===== config.mk =====
export PLATFORM = sky130hd
export DESIGN_NAME = fetch_queue_unit
export DESIGN_NICKNAME = d
export VERILOG_FILES = /design/src/rtl/fetch_queue_unit.sv
export SDC_FILE = /design/constraint.sdc
export NUM_CORES = 1
export LEC_CHECK = 0
export ABC_AREA = 1
export BUFFER_PORTS_ARGS = -buffer_cell sky130_fd_sc_hd__buf_4
export CORE_MARGIN = 1
export CORE_UTILIZATION = 45
export DETAILED_ROUTE_END_ITERATION = 16
export GPL_ROUTABILITY_DRIVEN = 0
export MAX_ROUTING_LAYER = met4
export PLACE_DENSITY_LB_ADDON = 0.25
export SETUP_SLACK_MARGIN = 0.3
export SYNTH_ARGS = -nofsm -noshare
export SYNTH_HDL_FRONTEND = slang
export SYNTH_SLANG_ARGS = --single-unit

===== constraint.sdc =====
create_clock -name clk -period 5.95 [get_ports clk]
set_input_delay 0.8925 -clock clk [delete_from_list [all_inputs] [get_ports clk]]
set_output_delay 0.8925 -clock clk [all_outputs]
set_load 0.05 [all_outputs]

===== src/rtl/fetch_queue_unit.sv =====
// fetch_queue_unit: PC generation and a DEPTH-entry {pc, instr, pred_taken}
// fetch queue. One I-mem read outstanding at a time; redirects flush the queue
// and retire any in-flight response without pushing it.
module fetch_queue_unit #(
  parameter int unsigned     XLEN     = 32,
  parameter int unsigned     DEPTH    = 4,
  parameter logic [XLEN-1:0] RESET_PC = 32'h4000_0000
) (
  input  logic                       clk,
  input  logic                       rst,
  output logic                       inst_read,
  output logic [XLEN-1:0]            inst_addr,
  input  logic                       inst_resp,
  input  logic [XLEN-1:0]            inst_rdata,
  output logic [XLEN-1:0]            bp_query_pc,
  input  logic                       bp_taken,
  input  logic [XLEN-1:0]            bp_target,
  input  logic                       redirect_valid,
  input  logic [XLEN-1:0]            redirect_pc,
  output logic                       deq_valid,
  input  logic                       deq_ready,
  output logic [XLEN-1:0]            deq_pc,
  output logic [XLEN-1:0]            deq_instr,
  output logic                       deq_pred_taken,
  output logic [$clog2(DEPTH+1)-1:0] fq_count
);

  localparam int unsigned     CW       = $clog2(DEPTH + 1);
  localparam int unsigned     PW       = (DEPTH > 1) ? $clog2(DEPTH) : 1;
  localparam logic [CW-1:0]   DEPTH_C  = CW'(DEPTH);
  localparam logic [PW-1:0]   LAST_PTR = PW'(DEPTH - 1);

  typedef enum logic [1:0] {
    IDLE,
    REQ,
    DROP
  } state_t;

  state_t          state;
  state_t          state_next;

  logic [XLEN-1:0] fetch_pc;
  logic [XLEN-1:0] fetch_pc_next;
  logic [XLEN-1:0] req_pc;
  logic [XLEN-1:0] req_pc_next;
  logic [XLEN-1:0] step_pc;
  logic [XLEN-1:0] redirect_aligned;

  logic [XLEN-1:0] q_pc    [DEPTH];
  logic [XLEN-1:0] q_instr [DEPTH];
  logic            q_taken [DEPTH];

  logic [PW-1:0]   head;
  logic [PW-1:0]   tail;
  logic [CW-1:0]   count;
  logic [CW-1:0]   count_after;

  logic            push;
  logic            pop;
  logic            issue;

  function automatic logic [PW-1:0] ptr_inc(input logic [PW-1:0] p);
    return (p == LAST_PTR) ? '0 : p + PW'(1);
  endfunction

  // Queue handshakes, post-push/pop occupancy and candidate PCs.
  always_comb begin
    push             = (state == REQ) && inst_resp && !redirect_valid;
    pop              = (count != '0) && deq_ready && !redirect_valid;
    count_after      = count + CW'(push) - CW'(pop);
    step_pc          = bp_taken ? bp_target : req_pc + XLEN'(4);
    redirect_aligned = redirect_pc & ~XLEN'(3);
  end

  // Next-state logic; redirect outranks everything else.
  always_comb begin
    state_next = state;
    case (state)
      IDLE: begin
        if (!redirect_valid && (count < DEPTH_C)) begin
          state_next = REQ;
        end
      end
      REQ: begin
        if (redirect_valid) begin
          state_next = inst_resp ? IDLE : DROP;
        end else if (inst_resp) begin
          state_next = (count_after < DEPTH_C) ? REQ : IDLE;
        end
      end
      DROP: begin
        // A response retires the stale request even if another redirect
        // arrives alongside it; fetch_pc already carries the newest target.
        if (inst_resp) begin
          state_next = IDLE;
        end
      end
      default: state_next = IDLE;
    endcase
  end

  // Fetch/request PC selection.
  always_comb begin
    issue         = (state_next == REQ) && ((state == IDLE) || push);
    fetch_pc_next = fetch_pc;
    req_pc_next   = req_pc;
    if (redirect_valid) begin
      fetch_pc_next = redirect_aligned;
    end else if (push) begin
      fetch_pc_next = step_pc;
    end
    if (issue) begin
      req_pc_next = push ? step_pc : fetch_pc;
    end
  end

  // State register.
  always_ff @(posedge clk or posedge rst) begin
    if (rst) begin
      state <= IDLE;
    end else begin
      state <= state_next;
    end
  end

  // PC registers.
  always_ff @(posedge clk or posedge rst) begin
    if (rst) begin
      fetch_pc <= RESET_PC;
      req_pc   <= RESET_PC;
    end else begin
      fetch_pc <= fetch_pc_next;
      req_pc   <= req_pc_next;
    end
  end

  // Queue pointers and occupancy; a redirect empties the queue.
  always_ff @(posedge clk or posedge rst) begin
    if (rst) begin
      head  <= '0;
      tail  <= '0;
      count <= '0;
    end else if (redirect_valid) begin
      head  <= '0;
      tail  <= '0;
      count <= '0;
    end else begin
      count <= count_after;
      if (push) begin
        tail <= ptr_inc(tail);
      end
      if (pop) begin
        head <= ptr_inc(head);
      end
    end
  end

  // Queue storage.
  always_ff @(posedge clk) begin
    if (push) begin
      q_pc[tail]    <= req_pc;
      q_instr[tail] <= inst_rdata;
      q_taken[tail] <= bp_taken;
    end
  end

  // Output decode.
  always_comb begin
    inst_read      = (state != IDLE);
    inst_addr      = req_pc;
    bp_query_pc    = req_pc;
    deq_valid      = (count != '0);
    deq_pc         = q_pc[head];
    deq_instr      = q_instr[head];
    deq_pred_taken = q_taken[head];
    fq_count       = count;
  end

endmodule


==> results of run 1 <==
## cells in the mapped netlist, types with 4 or more instances
cell      number
nand2_1      297
edfxtp_1     260
nor2_1       234
o21ai_0      145
dfrtp_1       71
o22ai_1       65
nand3_1       46
clkbuf_1      43
inv_1         38
buf_4         35
o21ai_1       27
buf_2         17
a21oi_1       14
ha_1           8
inv_2          7
nor2_2         7
or2_2          7
a31oi_1        5
clkinv_1       4
## power groups by stage
stage                     Sequential, mW  Clock, mW  Combinational [mW]
after floorplan                     3.46          0                2.27
after global routing                3.30       2.38                3.69
after detailed placement            3.31          0                3.48
after global placement              3.30          0                3.45
after CTS                           3.27       2.28                3.49
final                               3.27       2.24                3.47
## kinds of logic after synthesis
group / Yosys count / share of synthesized area (%)
adders and majority gates: 9 / 0.840
and+or+nand+nor: 601 / 16.7
DFF: 333 / 67.4
AOI/OAI and AO/OA: 262 / 9.93
buffers and inverters: 149 / 5.13
## area by class of cell
type / instances / area (um2) / area share, %
inverters: 49 / 186 / 1.07
repair buffers: 249 / 1880 / 10.8
well taps: 396 / 495 / 2.85
clock inverters: 24 / 273 / 1.57
multi-input cells: 872 / 3970 / 22.8
flip-flops and latches: 333 / 9640 / 55.5
clock buffers: 40 / 916 / 5.28
## state kept, by name, summed over array words and instances, names as in the netlist
signal and flops:
q_instr 128, q_pc 128, bp_query_pc 32, fetch_pc 32
q_taken 4, fq_count 3, head 2, state 2
tail 2
## metrics by stage
step / cells / power [mW] / utilization (%) / area [um2] / hold slack, ns
3_3_place_gp: 1899 / 6.75 / 52.3 / 16200 / 0.534
5_1_grt: 1963 / 9.37 / 56.2 / 17400 / 0.522
4_1_cts: 1963 / 9.04 / 56.2 / 17400 / 0.494
3_5_place_dp: 1899 / 6.80 / 52.3 / 16200 / 0.544
6_report: 1963 / 8.98 / 56.2 / 17400 / 0.477
2_1_floorplan: 1354 / 5.74 / - / 14300 / 0.507
## cell usage in the layout (no fill, tap or decap)
cell type | Yosys | routed
nand2_1 | 297 | 297
edfxtp_1 | 260 | 260
buf_4 | 35 | 248
nor2_1 | 234 | 230
o21ai_0 | 145 | 145
dfrtp_1 | 71 | 69
o22ai_1 | 65 | 65
nand3_1 | 46 | 46
inv_1 | 38 | 36
clkbuf_16 | 0 | 36
o21ai_1 | 27 | 27
clkinv_1 | 4 | 14
a21oi_1 | 14 | 14
inv_2 | 7 | 8
ha_1 | 8 | 8
nor2_2 | 7 | 7
or2_2 | 7 | 7
nor2_4 | 2 | 6
bufinv_16 | 0 | 6
clkinv_2 | 0 | 6
a31oi_1 | 5 | 5
clkbuf_1 | 43 | 4
nand4_1 | 3 | 3
o21bai_1 | 3 | 3
a21oi_2 | 2 | 2
nand3_2 | 2 | 2
dfstp_2 | 2 | 2
nand2_2 | 1 | 1
nand2_4 | 1 | 1
nor3_1 | 1 | 1
a22oi_2 | 1 | 1
inv_4 | 0 | 1
fa_1 | 1 | 1
inv_6 | 0 | 1
clkinv_8 | 0 | 1
dfrtp_4 | 0 | 1
dfrtp_2 | 0 | 1
buf_12 | 0 | 1
## per-layer routing
metal | share of wire (%) | GRT usage [%] | up-vias
met3 | 6.2 | 3.09 | 43
met2 | 48 | 36.2 | 389
li1 | - | - | 5013
met4 | 1.8 | 5.30 | 0
met1 | 44 | 30.7 | 4993
met5 | 0 | - | -
## worst paths after layout
check                                       from                           to  slack, ns  depth (start not counted)
setup / recovery             head[0]$_DFFE_PP0P_                   deq_pc[11]       2.18                          5
hold / removal                               rst       fetch_pc[22]$_DFF_PP0_       0.48                          2
setup reg to reg              state[0]$_DFF_PP0_  bp_query_pc[23]$_DFFE_PP0P_       2.38                         21
hold reg to reg            fetch_pc[1]$_DFF_PP0_        fetch_pc[1]$_DFF_PP0_       0.56                          2
max in group asynchronous                    rst          head[0]$_DFFE_PP0P_       4.40                          3
min in group clk                       inst_resp           state[1]$_DFF_PP0_       0.55                          2
==> metrics.yaml, run 1 <==
die_area_um2: 32500
initial_core_util_pct: 46.3
antenna_found_initial: 0
core_area_um2: 30900
p_sw_mw: 3.85
chipWidth_um: 180
syn_to_final_growth_pct: 21.3
n_fill_cell: 2639
fp-row-count: 64
static-leakage-power_nw: 6.85
grt_use_total_pct: 22.6
wire_per_inst_um: 18.2
dr.pass1.iters: 5
p_seq_share_pct: 36.4
syn_nets: 1465
synthCells: 1354
tns_ns: 0
fmaxAchievable_mhz: 265
end_kind: "output port"
drc: 0
grt_pass1_wl_um: 55100
cts_max_level: 2
synth_top_cells_by_area: "edfxtp_1, dfrtp_1, nand2_1"
yosysSeqAreaShare_pct: 67.4
grt_pass1_vias: 9742
synth_area_um2: 14300
critPathTopFamily: "buffers and inverters"
outcome: "completed"
clock_path_buffers: 3
tightest_slew_ns: 1.12
fin_nets: 1651
max_stage_delay_ns: 0.71
synthFlopType: "edfxtp_1"
path_max_fanout: 100
fin_skew_ns: 0.0107
pre_cts_ws_ns: 2.02
ant_nets: 0
hold_viol_final: 0
cpMaxStageDelayCell: "inv_4"
clk_pin_slew_ns: 0.06
ys_seq_elements: 333
irDropWorstVdd_v: 0.000312
rsz0062_at_grt: "no"
worst_ep_required_time_ns: 5.06
vias_per_cell: 5.32
cts_made_buffers: 35
setup_slack_ns: 2.18
synth_top_area_share_pct: 54.6
io_buffers: 233
finalWirelength_um: 35800
cp-start-kind: "register"
setup_violations: 0
grt_max_degree: 113
num_antenna_cells: 0
synth_largest_area_cell: "edfxtp_1"
synth.distinct_cells: 32
cts_setup_buffers: 0
power_frac_clock_pct: 25.0
clockRootBuffer: "clkbuf_16"
crit_arrival_ns: 2.88
synth_edf_count: 260
cts_tree: "done"
clk_latency_ns: 0.51
overflow: 0
vias: 10400
yosys_warnings: 0
hp-class: "in -> async"
final.min_clock_period_ns: 3.77
cp_common_cell: "buf_4"
dp_hpwl_um: 21800
fin_crit_sh_pct: 63.4
syn_area_per_cell_um2: 10.6
path_cells: "inv_4, buf_4, o21ai_0, o22ai_1, buf_4"
internal_power_mw: 5.13
crit_buf_inv: 3
power_switching_share_pct: 42.9
p_per_area_nw_per_um2: 517
ctsHoldBuffers: 0
slew_headroom_pct: 25.5
synthArstFlopShare_pct: 21.9
die_h_um: 180
drt_iter0_drc: 876
setup.worst_path.class: "reg -> out"
top_level_ports: 236
drv_slew: 0
cts.sinks: 333
cts-resized-gates: 0
drive_above_1_share_pct: 21.6
combPwrFrac_pct: 38.6
cap_violations: 0
Power figures use the tool's default switching activity.
==> run 2, diff against run 1 <==
==> constraint.sdc (replaced) <==
create_clock -name clk -period 3.3 [get_ports clk]
set_input_delay 0.495 -clock clk [delete_from_list [all_inputs] [get_ports clk]]
set_output_delay 0.495 -clock clk [all_outputs]
set_load 0.05 [all_outputs]
==> metrics.yaml, run 2 (synthesis gave the netlist of run 1 again) <==
outcome: "completed"  # unchanged
drt_iter0_drc: 736  # was 876
irDropWorstVdd_v: 0.000613  # was 0.000312 V
slew_headroom_pct: 49.9  # was 25.5%
fin_crit_sh_pct: 85.6
fp-row-count: 64  # unchanged
die_area_um2: 32500  # unchanged
clockRootBuffer: "clkbuf_16"  # unchanged
syn_to_final_growth_pct: 22.2  # was 21.3%
mostFrequentLayoutCells: "nand2_1, edfxtp_1, buf_4"  # unchanged
p_seq_share_pct: 36.5  # was 36.4%
drc: 0  # unchanged
grt_pass1_wl_um: 55200  # was 55100 um
cap_violations: 0  # unchanged
setup.worst_path.class: "reg -> reg"  # was reg -> out
crit_arrival_ns: 3.20  # was 2.88 ns
antenna_found_initial: 0  # unchanged
path_max_fanout: 7  # was 100
finalWirelength_um: 36100  # was 35800 um
final.min_clock_period_ns: 2.82
ant_nets: 0  # unchanged
clk_latency_ns: 0.51  # about the same
fmaxAchievable_mhz: 354
tightest_slew_ns: 0.750  # was 1.12 ns
vias: 10500  # was 10.4k
dp_hpwl_um: 21600  # was 21800 um
r2r_cells: 21  # unchanged
drive_above_1_share_pct: 22.3  # was 21.6%
cts.sinks: 333  # unchanged
static-leakage-power_nw: 6.87  # was 6.85 nW
num_antenna_cells: 0  # unchanged
dr.pass1.iters: 5  # unchanged
io_buffers: 233  # unchanged
top_level_ports: 236  # unchanged
worstReg2RegEnd: "bp_query_pc[2]$_DFFE_PP0P_"  # was bp_query_pc[23]$_DFFE_PP0P_
rsz0062_at_grt: "no"  # unchanged
tns_ns: 0  # unchanged
vias_per_cell: 5.35  # was 5.32
end_kind: "register"  # was output port
p_per_area_nw_per_um2: 916  # was 517 nW/um2
power_switching_share_pct: 43.5  # was 42.9%
wire_per_inst_um: 18.3  # was 18.2 um
clock_path_buffers: 3  # unchanged
combPwrFrac_pct: 40.9  # was 38.6%
initial_core_util_pct: 46.3  # unchanged
core_area_um2: 30900  # unchanged
worst_ep_required_time_ns: 3.68  # was 5.06 ns
power_frac_clock_pct: 22.6  # was 25.0%
dpl.cell_count: 1905  # was 1899
cp-start-kind: "register"  # unchanged
ctsHoldBuffers: 0  # unchanged
drv_slew: 0  # unchanged
grt_max_degree: 133  # was 113
fin_skew_ns: 0.0143  # was 0.0107 ns
p_sw_mw: 6.96  # was 3.85 mW
cts_max_level: 2  # unchanged
internal_power_mw: 9.05  # was 5.13 mW
fin_cells: 1969  # was 1963
cts_made_buffers: 36  # was 35
chipWidth_um: 180  # unchanged
top_regs: "q_instr: 128 flops, q_pc: 128 flops"  # unchanged
grt_pass1_vias: 10000  # was 9742
fin_nets: 1664  # was 1651
hp-class: "in -> async"  # unchanged
r2r_slack_ns: 0.48  # was 2.38 ns
setup_violations: 0  # unchanged
r2r_start: "state[0]$_DFF_PP0_"  # unchanged
cts_tree: "done"  # unchanged
mostFrequentLayoutCell: "nand2_1"  # unchanged
hold_viol_final: 0  # unchanged
die_h_um: 180  # unchanged
overflow: 0  # unchanged
clk_pin_slew_ns: 0.06  # about the same
grt_use_total_pct: 22.3  # was 22.6%
-- run 2: cell count changes in the layout (fill, tap and decap cells not counted), moves of 2 or more --
cell       change
buf_12         +8
bufinv_16      -5
clkbuf_1       +3
clkbuf_16      +3
clkinv_2       -2
dfrtp_1        -3
dfrtp_2        +3
nand2_1        -2
nand2_8        +2
nor2_4         +2
-- run 2: power by group through the flow --
stage | Clock, mW | Combinational, mW | Sequential (mW)
after detailed placement | 0 | 6.41 | 5.91
after global placement | 0 | 6.34 | 5.90
after CTS | 3.70 | 6.42 | 5.83
final | 3.61 | 6.55 | 5.85
after floorplan | 0 | 4.12 | 6.24
after global routing | 3.86 | 6.97 | 5.91
-- run 2: how the worst max path moves through the flow --
| stage | from | endpoint | slack, ns | cells past startpoint |
|---|---|---|---|---|
| 5_1_grt | state[0]$_DFF_PP0_ | bp_query_pc[2]$_DFFE_PP0P_ | 0.29 | 21 |
| 4_1_cts | fq_count[2]$_DFF_PP0_ | bp_query_pc[4]$_DFFE_PP0P_ | 0.38 | 21 |
| 3_5_place_dp | fq_count[2]$_DFF_PP0_ | bp_query_pc[11]$_DFFE_PP0P_ | 0.39 | 21 |
| 6_report | state[0]$_DFF_PP0_ | bp_query_pc[2]$_DFFE_PP0P_ | 0.48 | 21 |
| 2_1_floorplan | redirect_valid | q_instr[0][0]$_DFFE_PP_ | 0.07 | 6 |
| 3_3_place_gp | inst_resp | bp_query_pc[16]$_DFFE_PP0P_ | 0.46 | 19 |
-- run 2: layout make-up --
type | count | area (um2)
flip-flops and latches | 333 | 9650
multi-input cells | 873 | 4020
well taps | 396 | 495
inverters | 49 | 189
clock buffers | 44 | 952
fillers | 2654 | 13400
repair buffers | 260 | 2100
clock inverters | 14 | 83.8
-- run 2: repair_timing --
item	CTS	global route
gates resized for setup	0	9
buffers inserted	0	2
setup endpoints to repair	0	31
-- run 2: layer usage --
metal | share of wire [%] | routed length, um | vias up | track usage [%]
met4 | 2.6 | 943 | 0 | 6.22
li1 | - | - | 5029 | -
met3 | 6.5 | 2350 | 63 | 3.42
met1 | 44 | 15800 | 5057 | 29.6
met5 | 0 | 0 | - | -
met2 | 47 | 17000 | 390 | 35.9
-- run 2: metrics by stage --
step / util [%] / power [mW] / setup WS [ns] / hold slack (ns) / cell area, um2
finish: 56.6 / 16.0 / 0.476 / 0.126 / 17500
global route: 56.6 / 16.7 / 0.290 / 0.160 / 17500
CTS: 56.2 / 16.0 / 0.378 / 0.130 / 17400
detailed placement: 52.8 / 12.3 / 0.390 / 0.542 / 16300
global placement: 52.8 / 12.2 / 0.462 / 0.534 / 16300
floorplan: - / 10.4 / 0.0681 / 0.507 / 14300
-- run 2: critical path, cell delays in order, from the launching register on --
cell and delay (ns):
dfrtp_1 0.37, inv_2 0.07, nor2_4 0.11, nand2_2 0.09
nor2_4 0.12, inv_2 0.04, ha_1 0.26, inv_1 0.06
ha_1 0.13, inv_1 0.05, fa_2 0.33, inv_1 0.06
nand2_1 0.06, nand2_1 0.07, nand2_1 0.07, nand3_1 0.07
nand2_1 0.05, nand2_1 0.06, nand2_2 0.09, nor2_4 0.25
clkbuf_16 0.22, o21ai_1 0.07
==> run 3, diff against run 2 <==
--- a/config.mk
+++ b/config.mk
@@ -8,11 +8,12 @@
 export ABC_AREA = 1
 export BUFFER_PORTS_ARGS = -buffer_cell sky130_fd_sc_hd__buf_4
 export CORE_MARGIN = 1
-export CORE_UTILIZATION = 45
+export CORE_UTILIZATION = 35
 export DETAILED_ROUTE_END_ITERATION = 16
 export GPL_ROUTABILITY_DRIVEN = 0
 export MAX_ROUTING_LAYER = met4
 export PLACE_DENSITY_LB_ADDON = 0.25
+export RECOVER_POWER = 100
 export SETUP_SLACK_MARGIN = 0.3
 export SYNTH_ARGS = -nofsm -noshare
 export SYNTH_HDL_FRONTEND = slang
==> metrics.yaml, run 3 (synthesis gave the netlist of run 1 again) <==
tightest_slew_ns: 1.93  # was 0.750 ns
dr.pass1.iters: 7  # was 5
clk_latency_ns: 0.53  # was 0.51 ns
crit_buf_inv: 2  # was 6
cp-start-kind: "register"  # unchanged
fin_crit_sh_pct: 90.6  # was 85.6%
top_regs: "q_instr: 128 flops, q_pc: 128 flops"  # unchanged
finalWirelength_um: 38200  # was 36100 um
r2r_cells: 22  # was 21
setup.worst_path.class: "reg -> out"  # was reg -> reg
clock_path_buffers: 3  # unchanged
cts_made_buffers: 37  # was 36
die_h_um: 204  # was 180 um
initial_core_util_pct: 35.8  # was 46.3%
path_cells: "clkbuf_4, o21ai_0, o22ai_1, clkbuf_1"  # was inv_2, nor2_4, nand2_2, nor2_4, inv_2, ha_1, inv_1, ha_1, inv_1, fa_2, inv_1, nand2_1, nand2_1, nand2_1, nand3_1, nand2_1, nand2_1, nand2_2, nor2_4, clkbuf_16, o21ai_1
grt_use_total_pct: 18.4  # was 22.3%
irDropWorstVdd_v: 0.000479  # was 0.000613 V
pre_cts_ws_ns: 0.399  # was 0.390 ns
chipWidth_um: 204  # was 180 um
vias: 10500  # about the same
final_area_um2: 17200  # was 17500 um2
cts_tree: "done"  # unchanged
fin_skew_ns: 0.0205  # was 0.0143 ns
syn_to_final_growth_pct: 20.3  # was 22.2%
startpoint: "head[1]$_DFFE_PP0P_"  # was state[0]$_DFF_PP0_
worst_ep_required_time_ns: 2.80  # was 3.68 ns
die_area_um2: 41700  # was 32500 um2
n_fill_cell: 3930  # was 2654
p_per_area_nw_per_um2: 933  # was 916 nW/um2
final_core_util_pct: 43.0  # was 56.6%
rsz0062_at_grt: "no"  # unchanged
fmaxAchievable_mhz: 334  # was 354 MHz
worstReg2RegEnd: "bp_query_pc[2]$_DFFE_PP0P_"  # unchanged
overflow: 0  # unchanged
io_buffers: 233  # unchanged
hold_viol_final: 0  # unchanged
setup.worst_path.end: "deq_instr[13]"  # was bp_query_pc[2]$_DFFE_PP0P_
clockRootBuffer: "clkbuf_16"  # unchanged
dp_hpwl_um: 22700  # was 21600 um
path_max_fanout: 66  # was 7
clk_pin_slew_ns: 0.06  # about the same
cts_max_level: 2  # unchanged
grt_max_degree: 85  # was 133
fin_nets: 1662  # was 1664
grt_pass1_vias: 10100  # was 10.0k
cap_violations: 2  # was 0
place_area_um2: 16500  # was 16300 um2
mostFrequentLayoutCell: "nand2_1"  # unchanged
tns_ns: 0  # unchanged
fp-row-count: 73  # was 64
setup_slack_ns: 0.310  # was 0.476 ns
drive_above_1_share_pct: 14.9  # was 22.3%
outcome: "complete, but fails checks"  # was completed
critPathTopFamily: "buffers and inverters"  # was simple AND/OR/NAND/NOR gates
grt_pass1_wl_um: 57000  # was 55200 um
ant_nets: 0  # unchanged
violations: "max-capacitance violations, max-slew violations"
max_stage_delay_ns: 0.69  # was 0.37 ns
finalPower_mw: 16.1  # was 16.0 mW
mostFrequentLayoutCells: "nand2_1, edfxtp_1, nor2_1"  # was nand2_1, edfxtp_1, buf_4
cts.sinks: 333  # unchanged
slew_headroom_pct: -28.5  # was 49.9%
r2r_start: "fq_count[2]$_DFF_PP0_"  # was state[0]$_DFF_PP0_
drt_iter0_drc: 675  # was 736
drc: 0  # unchanged
final.min_clock_period_ns: 2.99  # was 2.82 ns
vias_per_cell: 4.99  # was 5.35
top_level_ports: 236  # unchanged
cp.depth: 4  # was 21
multi_input_area_um2: 3970  # was 4020 um2
r2r_slack_ns: 0.39  # was 0.48 ns
crit_arrival_ns: 2.49  # was 3.20 ns
setup_violations: 0  # unchanged
static-leakage-power_nw: 6.48  # was 6.87 nW
cpMaxStageDelayCell: "clkbuf_4"  # was dfrtp_1
antenna_found_initial: 0  # unchanged
wire_per_inst_um: 18.2  # was 18.3 um
core_area_um2: 40000  # was 30900 um2
seq_area_um2: 9650  # unchanged
num_antenna_cells: 0  # unchanged
end_kind: "output port"  # was register
drv_slew: 74  # was 0
hp-class: "in -> reg"  # was in -> async
==> run 3: cell types whose count changed in the layout (fill, tap and decap cells not counted), sizes merged <==
cell,delta
clkinv,-4
inv,+1
buf,-167
bufinv,+3
clkinvlp,+3
clkbuf,+171
==> run 3: what timing repair did <==
item / 4_1_cts / 5_1_grt
hold buffers: 0 / 0
setup endpoints to repair: 0 / 28
setup buffers: 0 / 1
resized for setup: 0 / 5
==> run 3: cell type report <==
cell class | instances | share of cell area, %
Multi-Input combinational cell | 873 | 23.1
Inverter | 49 | 1.10
Sequential cell | 333 | 56.0
Timing Repair Buffer | 257 | 8.72
Tap cell | 525 | 3.82
Clock inverter | 17 | 1.10
Clock buffer | 51 | 6.16
==> run 3: metrics by stage <==
step                      hold WS [ns]  instances
after floorplan                  0.507       1354
after detailed placement         0.544       2032
after global placement           0.533       2032
final                            0.155       2105
after global routing             0.140       2105
after CTS                       0.0527       2100
==> run 3: per-layer routing <==
layer | up-vias | wire length (um) | GRT usage (%)
li1 | 5038 | - | -
met1 | 5063 | 16700 | 24.4
met2 | 344 | 18200 | 29.1
met3 | 62 | 2480 | 3.13
met4 | 0 | 782 | 5.06
met5 | - | 0 | -
==> run 3: where the power goes <==
group	switching (mW)	total (mW)	internal [mW]	leakage, nW
Combinational	4.73	6.04	1.32	2.62
Clock	1.63	4.19	2.56	0.601
Sequential	0.706	5.82	5.11	3.26
Total	7.06	16.1	8.99	6.48
==> run 3: worst register-to-register path: stages (launching register included) <==
cell       delay, ns
dfrtp_2         0.42
nor2_1          0.18
nand2_4         0.06
nand2_1         0.09
nor2_1          0.07
ha_1            0.30
inv_1           0.06
ha_1            0.12
inv_1           0.04
fa_1            0.38
inv_1           0.07
nand2_1         0.06
nand2_1         0.07
nand2_1         0.06
nand3_1         0.07
nand2_1         0.05
nand2_1         0.07
nand2_2         0.09
nor2_4          0.12
buf_12          0.14
clkbuf_16       0.16
nand2_1         0.06
o21ai_0         0.09
==> run 3: how the worst min path moves through the flow <==
stage               slack [ns]                           to  cells after the start              startpoint
detailed placement        0.54        fetch_pc[9]$_DFF_PP0_                      2   fetch_pc[9]$_DFF_PP0_
global route              0.14           state[1]$_DFF_PP0_                      2               inst_resp
CTS                       0.05  bp_query_pc[19]$_DFFE_PP0P_                      3                     rst
floorplan                 0.51        fetch_pc[0]$_DFF_PP0_                      2   fetch_pc[0]$_DFF_PP0_
finish                    0.15           state[1]$_DFF_PP0_                      2               inst_resp
global placement          0.53       fetch_pc[11]$_DFF_PP0_                      2  fetch_pc[11]$_DFF_PP0_
